$ cat src/rtl/exec_unit_pipe.sv
// Execute stage: single-cycle ALU ops, predicated on an internal C/Z flag register,
// plus an optional shift-add multiplier; results leave through a valid/ready output register.
module exec_unit_pipe #(
    parameter int W      = 16,
    parameter int IMM_W  = 9,
    parameter int RA_W   = 3,
    parameter bit MUL_EN = 1'b1
) (
    input  logic             clk,
    input  logic             resetn,
    input  logic             flush,
    input  logic             in_valid,
    output logic             in_ready,
    input  logic [4:0]       in_op,
    input  logic [W-1:0]     in_opa,
    input  logic [W-1:0]     in_opb,
    input  logic [IMM_W-1:0] in_imm,
    input  logic [RA_W-1:0]  in_dest,
    input  logic [1:0]       in_tag,
    output logic             out_valid,
    input  logic             out_ready,
    output logic [W-1:0]     out_result,
    output logic [W-1:0]     out_opa,
    output logic [RA_W-1:0]  out_dest,
    output logic [1:0]       out_tag,
    output logic             out_wr_en,
    output logic             flag_c,
    output logic             flag_z
);
    localparam int CNT_W = (W > 1) ? $clog2(W) : 1;

    typedef enum logic [1:0] {S_IDLE = 2'd0, S_BUSY = 2'd1, S_HOLD = 2'd2} state_t;

    state_t            state_q;
    logic [CNT_W-1:0]  cnt_q;
    logic [2*W-1:0]    mcand_q, acc_q, acc_d, mul_final_d;
    logic [W-1:0]      mplier_q, mopa_q;
    logic [RA_W-1:0]   mdest_q;
    logic [1:0]        mtag_q;

    logic              out_valid_q, out_wr_en_q, flag_c_q, flag_z_q;
    logic [W-1:0]      out_result_q, out_opa_q;
    logic [RA_W-1:0]   out_dest_q;
    logic [1:0]        out_tag_q;

    logic [W:0]        add_sum_d, adl_sum_d;
    logic [W-1:0]      alu_res_d;
    logic              add_en_d, adl_en_d, nand_en_d, lhi_en_d, is_mul_d;
    logic              alu_wr_d, alu_c_d, alu_z_d;
    logic              slot_free, accept, mul_last;

    assign slot_free = !out_valid_q || out_ready;
    assign in_ready  = (state_q == S_IDLE) && slot_free;
    assign accept    = in_valid && in_ready && !flush;

    // Predicates read the flag register directly; flags of an accepted op land on
    // its accept edge, so the very next instruction already sees them.
    always_comb begin
        add_sum_d = {1'b0, in_opa} + {1'b0, in_opb};
        adl_sum_d = {1'b0, in_opa} + {1'b0, in_opb << 1};
        add_en_d  = 1'b0;
        adl_en_d  = 1'b0;
        nand_en_d = 1'b0;
        lhi_en_d  = 1'b0;
        is_mul_d  = 1'b0;
        case (in_op)
            5'b00001: add_en_d  = 1'b1;
            5'b00010: add_en_d  = flag_c_q;
            5'b00011: add_en_d  = flag_z_q;
            5'b00100: adl_en_d  = 1'b1;
            5'b00101: nand_en_d = 1'b1;
            5'b00110: nand_en_d = flag_c_q;
            5'b00111: nand_en_d = flag_z_q;
            5'b01000: lhi_en_d  = 1'b1;
            5'b01001: is_mul_d  = MUL_EN;
            default:  is_mul_d  = 1'b0;
        endcase
        if (add_en_d)       alu_res_d = add_sum_d[W-1:0];
        else if (adl_en_d)  alu_res_d = adl_sum_d[W-1:0];
        else if (nand_en_d) alu_res_d = ~(in_opa & in_opb);
        else if (lhi_en_d)  alu_res_d = {in_imm, {(W-IMM_W){1'b0}}};
        else                alu_res_d = '0;
        alu_wr_d = add_en_d || adl_en_d || nand_en_d || lhi_en_d;
        alu_c_d  = add_en_d ? add_sum_d[W] : adl_sum_d[W];
        alu_z_d  = (alu_res_d == '0);
    end

    assign acc_d       = acc_q + (mplier_q[0] ? mcand_q : '0);
    assign mul_final_d = (state_q == S_HOLD) ? acc_q : acc_d;
    assign mul_last    = (cnt_q == CNT_W'(W-1));

    always_ff @(posedge clk or negedge resetn) begin
        if (!resetn) begin
            state_q      <= S_IDLE;
            cnt_q        <= '0;
            mcand_q      <= '0;
            acc_q        <= '0;
            mplier_q     <= '0;
            mopa_q       <= '0;
            mdest_q      <= '0;
            mtag_q       <= '0;
            out_valid_q  <= 1'b0;
            out_wr_en_q  <= 1'b0;
            out_result_q <= '0;
            out_opa_q    <= '0;
            out_dest_q   <= '0;
            out_tag_q    <= '0;
            flag_c_q     <= 1'b0;
            flag_z_q     <= 1'b0;
        end else if (flush) begin
            out_valid_q <= 1'b0;
            out_wr_en_q <= 1'b0;
            state_q     <= S_IDLE;
            cnt_q       <= '0;
        end else begin
            if (out_ready) begin
                out_valid_q <= 1'b0;
                out_wr_en_q <= 1'b0;
            end
            case (state_q)
                S_IDLE: begin
                    if (accept && is_mul_d) begin
                        mcand_q  <= {{W{1'b0}}, in_opa};
                        mplier_q <= in_opb;
                        mopa_q   <= in_opa;
                        mdest_q  <= in_dest;
                        mtag_q   <= in_tag;
                        acc_q    <= '0;
                        cnt_q    <= '0;
                        state_q  <= S_BUSY;
                    end else if (accept) begin
                        out_valid_q  <= 1'b1;
                        out_wr_en_q  <= alu_wr_d;
                        out_result_q <= alu_res_d;
                        out_opa_q    <= in_opa;
                        out_dest_q   <= in_dest;
                        out_tag_q    <= in_tag;
                        if (add_en_d || adl_en_d) flag_c_q <= alu_c_d;
                        if (add_en_d || adl_en_d || nand_en_d) flag_z_q <= alu_z_d;
                    end
                end
                S_BUSY: begin
                    acc_q    <= acc_d;
                    mcand_q  <= mcand_q << 1;
                    mplier_q <= mplier_q >> 1;
                    cnt_q    <= cnt_q + CNT_W'(1);
                    if (mul_last && slot_free) begin
                        out_valid_q  <= 1'b1;
                        out_wr_en_q  <= 1'b1;
                        out_result_q <= mul_final_d[W-1:0];
                        out_opa_q    <= mopa_q;
                        out_dest_q   <= mdest_q;
                        out_tag_q    <= mtag_q;
                        flag_c_q     <= |mul_final_d[2*W-1:W];
                        flag_z_q     <= (mul_final_d[W-1:0] == '0);
                        state_q      <= S_IDLE;
                    end else if (mul_last) begin
                        state_q <= S_HOLD;
                    end
                end
                S_HOLD: begin
                    // Product already sits in acc_q; wait for the output slot.
                    if (slot_free) begin
                        out_valid_q  <= 1'b1;
                        out_wr_en_q  <= 1'b1;
                        out_result_q <= mul_final_d[W-1:0];
                        out_opa_q    <= mopa_q;
                        out_dest_q   <= mdest_q;
                        out_tag_q    <= mtag_q;
                        flag_c_q     <= |mul_final_d[2*W-1:W];
                        flag_z_q     <= (mul_final_d[W-1:0] == '0);
                        state_q      <= S_IDLE;
                    end
                end
                default: state_q <= S_IDLE;
            endcase
        end
    end

    assign out_valid  = out_valid_q;
    assign out_wr_en  = out_wr_en_q;
    assign out_result = out_result_q;
    assign out_opa    = out_opa_q;
    assign out_dest   = out_dest_q;
    assign out_tag    = out_tag_q;
    assign flag_c     = flag_c_q;
    assign flag_z     = flag_z_q;

endmodule
$ cat config.mk
export PLATFORM = sky130hd
export DESIGN_NAME = exec_unit_pipe
export DESIGN_NICKNAME = d
export VERILOG_FILES = /design/src/rtl/exec_unit_pipe.sv
export SDC_FILE = /design/constraint.sdc
export NUM_CORES = 1
export LEC_CHECK = 0
export CAP_MARGIN = 30
export CORE_MARGIN = 10
export CORE_UTILIZATION = 59
export CTS_CLUSTER_SIZE = 30
export DETAILED_ROUTE_END_ITERATION = 10
export GPL_TIMING_DRIVEN = 0
export PLACE_DENSITY = 0.82
export SLEW_MARGIN = 20
export SYNTH_ARGS = -nofsm -noshare
export SYNTH_HDL_FRONTEND = slang
export SYNTH_SLANG_ARGS = --single-unit
$ cat constraint.sdc
create_clock -name clk -period 4.75 [get_ports clk]
set_input_delay 0.95 -clock clk [delete_from_list [all_inputs] [get_ports clk]]
set_output_delay 0.95 -clock clk [all_outputs]
set_load 0.01 [all_outputs]
==> run_results.csv <==
group,metric,value,unit
timing,post-route-period-util,92.6,%
routing,first_iter_violations,1022,
critical_path,endpoint_kind,"register",
floorplanning,die_y,153,um
grt,antenna_found_initial,0,
timing,rsz0062_at_grt,"false",
grt,grt_pass1_wl,51400,um
placed_design,gp_congestion,0.997,
routing,routed_via_density,6.35,
pwr,p_leak,5.48,nW
run,maxCapViolCount,0,
pwr,power_frac_comb,50.0,%
synthesis,synth-edff-count,0,
critical_path,crit_fanout,6,
timing,fin_ws,349,ps
cells_and_area,fin_util,71.2,%
floorplanning,row_count,48,
cells_and_area,area_delta_synth_final,17.9,%
grt,grt-ovfl-total,0,
routing,drc,0,
timing,max_freq,0.227,GHz
routing,wl_per_cell,20.1,um
cells_and_area,fin_cells,1625,
routing,routed_wl,32600,um
timing,tns,0,ps
pwr,netSwitchingFraction,43.5,%
pwr,power.switching,2.88,mW
critical_path,worst-setup-path-type,"in -> reg",
synthesis,syn_inst,1270,
cells_and_area,drive_above_1_share,3.86,%
cells_and_area,nets,1513,
cts,h-tree-depth,4,
cells_and_area,antenna_cells,0,
timing,hold_violations,0,
cts,postCtsSetupRepairBufs,0,
cts,cts.clk_slew.worst_paths,70,ps
floorplanning,io_pins,98,
grt,grt_use_total,26.8,%
cells_and_area,multiInputGateArea,0.00643,mm2
timing,period_minus_slack,4400,ps
cts,clock_latency,440,ps
placed_design,port_buffers,97,
placed_design,dp_cells,1593,
timing,relSlewSlack,41.3,%
pwr,seqPwrFrac,29.5,%
cts,cts_tree,"yes",
critical_path,cp.arrival,4730,ps
synthesis,syn-num-nets,1396,
synthesis,synth-seq-cells,148,
placed_design,pre_cts_ws,40.1,ps
routing,vias,10300,
floorplanning,dieArea,0.0235,mm2
cts,cts_sinks,148,
timing,slew_viol_final,0,
critical_path,crit_required,5080,ps
cts,cts-root-buf,"clkbuf_16",
floorplanning,core_area,0.0174,mm2
cts,hold_buffers,0,
pwr,power_density,536,mW/mm2
outcome,status,"finished, final reports clean",
placed_design,hpwlAfterDp,24800,um
timing,worst_pin_slew,873,ps
grt,grt_pass1_vias,9728,
synthesis,syn_avg_cell_area,8.25,um2
grt,grt_max_degree,102,
routing,drt-pass1-iter-count,7,
synthesis,synthesis.area,0.0105,mm2
pwr,internal-power,3.74,mW
hold_path,min_path_type,"in -> async",
synthesis,synth_ff_type,"dfrtp_1",
timing,skew,10.4,ps
floorplanning,initial_core_util,60.4,%
routing,antenna_left,0,
cts,cts_resized,0,
timing,setup_viol,0,
cts,cts.path.max_buffers,2,
synthesis,synth.distinct_cells,68,
pwr,pwr-share-clk,20.5,%
critical_path,start_kind,"input port",
pwr,ir_worst_vdd,0.334,mV
synthesis,ys.warnings.count,0,
floorplanning,die_x,153,um
synthesis,ys_seq_area_share,35.4,%
pwr,fin_total_pwr,6.62,mW
cells_and_area,fillers,1368,
cells_and_area,register_area,0.00370,mm2
cts,cts_inserted_buffers,17,
synthesis,async_reset_ff_share,100,%
[cell usage after synthesis, drive strengths merged (3+ instances only)]
library cell / count / area, um2
a211oi: 16 / 120
buf: 18 / 80.1
nand3b: 5 / 37.5
or3: 9 / 56.3
o21bai: 10 / 75.1
mux2: 3 / 33.8
and2: 36 / 228
dfrtp: 148 / 3700
and3: 5 / 31.3
nor4: 12 / 81.3
a21boi: 3 / 22.5
nor3b: 4 / 35.0
o22ai: 4 / 25.0
o21a: 10 / 75.1
mux2i: 62 / 621
o211ai: 6 / 45.0
nand2: 209 / 785
a31oi: 14 / 87.6
a21oi: 103 / 515
and4: 4 / 36.3
xor2: 26 / 228
o221ai: 5 / 43.8
a221oi: 10 / 100
fa: 3 / 60.1
o31ai: 4 / 30.0
nor3: 22 / 110
a21o: 17 / 130
a22oi: 5 / 37.5
xnor2: 22 / 193
nand3: 73 / 365
clkbuf: 51 / 191
ha: 67 / 838
inv: 17 / 63.8
o2111ai: 4 / 35.0
nor2: 85 / 319
nor2b: 13 / 81.3
nand4: 7 / 43.8
nand2b: 12 / 75.1
o21ai: 121 / 606
[state kept, by name, indices dropped and copies added (netlist names)]
name        count
state_q         2
out_wr_en       1
out_tag         2
mdest_q         3
flag_c          1
out_dest        3
mplier_q       16
out_opa        16
mcand_q        32
acc_q          32
out_result     16
mtag_q          2
cnt_q           4
flag_z          1
mopa_q         16
out_valid       1
[through the flow]
stage | hold slack [ps] | instance area (um2)
after floorplan | 445 | 10500
after global placement | 458 | 11700
after detailed placement | 463 | 11800
after CTS | 420 | 12400
after global routing | 434 | 12400
final | 403 | 12400
[path summary, 6_finish.rpt]
kind	endpoint	depth (start not counted)	slack (ps)	from
min in group clk	mopa_q[11]	2	480	mopa_q[11]
max	out_result[13]	13	350	in_opa[1]
max reg2reg	flag_c	13	490	mplier_q[0]
max in group asynchronous	mcand_q[29]	2	3510	resetn
min reg2reg	mopa_q[11]	2	480	mopa_q[11]
min	out_tag[1]	1	400	resetn
[power by group through the flow]
stage          combinational [mW]  clock [mW]  sequential (mW)
3_3_place_gp                 3.14           0             1.94
2_1_floorplan                2.10           0             1.94
5_1_grt                      3.59        1.42             2.00
4_1_cts                      3.25        1.37             1.94
6_report                     3.31        1.36             1.95
3_5_place_dp                 3.20           0             1.96
[routing by layer]
layer	track usage, %	share of wire, %
met5	0	0
met4	8.08	2.7
met3	7.13	8.7
met2	42.3	46
met1	35.2	43
[cell families after synthesis]
logic type / count (synthesis) / synth area share (%)
xor+xnor: 48 / 4.01
simple gates: 502 / 22.3
mux: 66 / 6.46
buf+inv: 87 / 3.24
fa+ha+maj: 70 / 8.58
flops: 148 / 35.4
compound gates: 349 / 20.1
[layout make-up]
class	count	share of cell area, %
buffer	69	2.20
clock buffer	17	3.44
clock inverter	15	1.34
inverter	18	0.547
multi-input combinational	1035	52.1
sequential	148	30.0
tap	225	2.28
timing repair buffer	98	8.12
[cell usage in the layout, fill, tap and decap left out, types with 6 or more instances in the layout]
master           Yosys  layout
nand2_1            209     209
dfrtp_1            148     148
o21ai_0            117     117
a21oi_1            103     103
clkdlybuf4s50_1      0      96
nor2_1              85      85
nand3_1             73      73
ha_1                67      67
mux2i_1             62      62
clkbuf_1            51      51
and2_1              35      35
xor2_1              26      26
nor3_1              22      22
xnor2_1             22      22
clkbuf_16            0      17
inv_1               16      16
a211oi_1            16      16
a21o_1              15      15
a31oi_1             14      14
nor2b_1             13      13
buf_1               13      13
nand2b_1            12      12
nor4_1              11      11
o21a_1              10      10
o21bai_1            10      10
or3_1                9       9
a221oi_1             8       8
nand4_1              7       7
o211ai_1             6       6
[worst max-delay path: stages]
cell	delay, ps
clkdlybuf4s50_1	670
ha_1	260
inv_1	60
fa_1	390
nand2b_1	200
a21oi_1	260
o21ai_0	210
a211oi_1	370
o21ai_0	250
a31o_2	290
a21oi_1	490
a211oi_1	160
a21o_1	170
(Power assumes the default switching activity.)
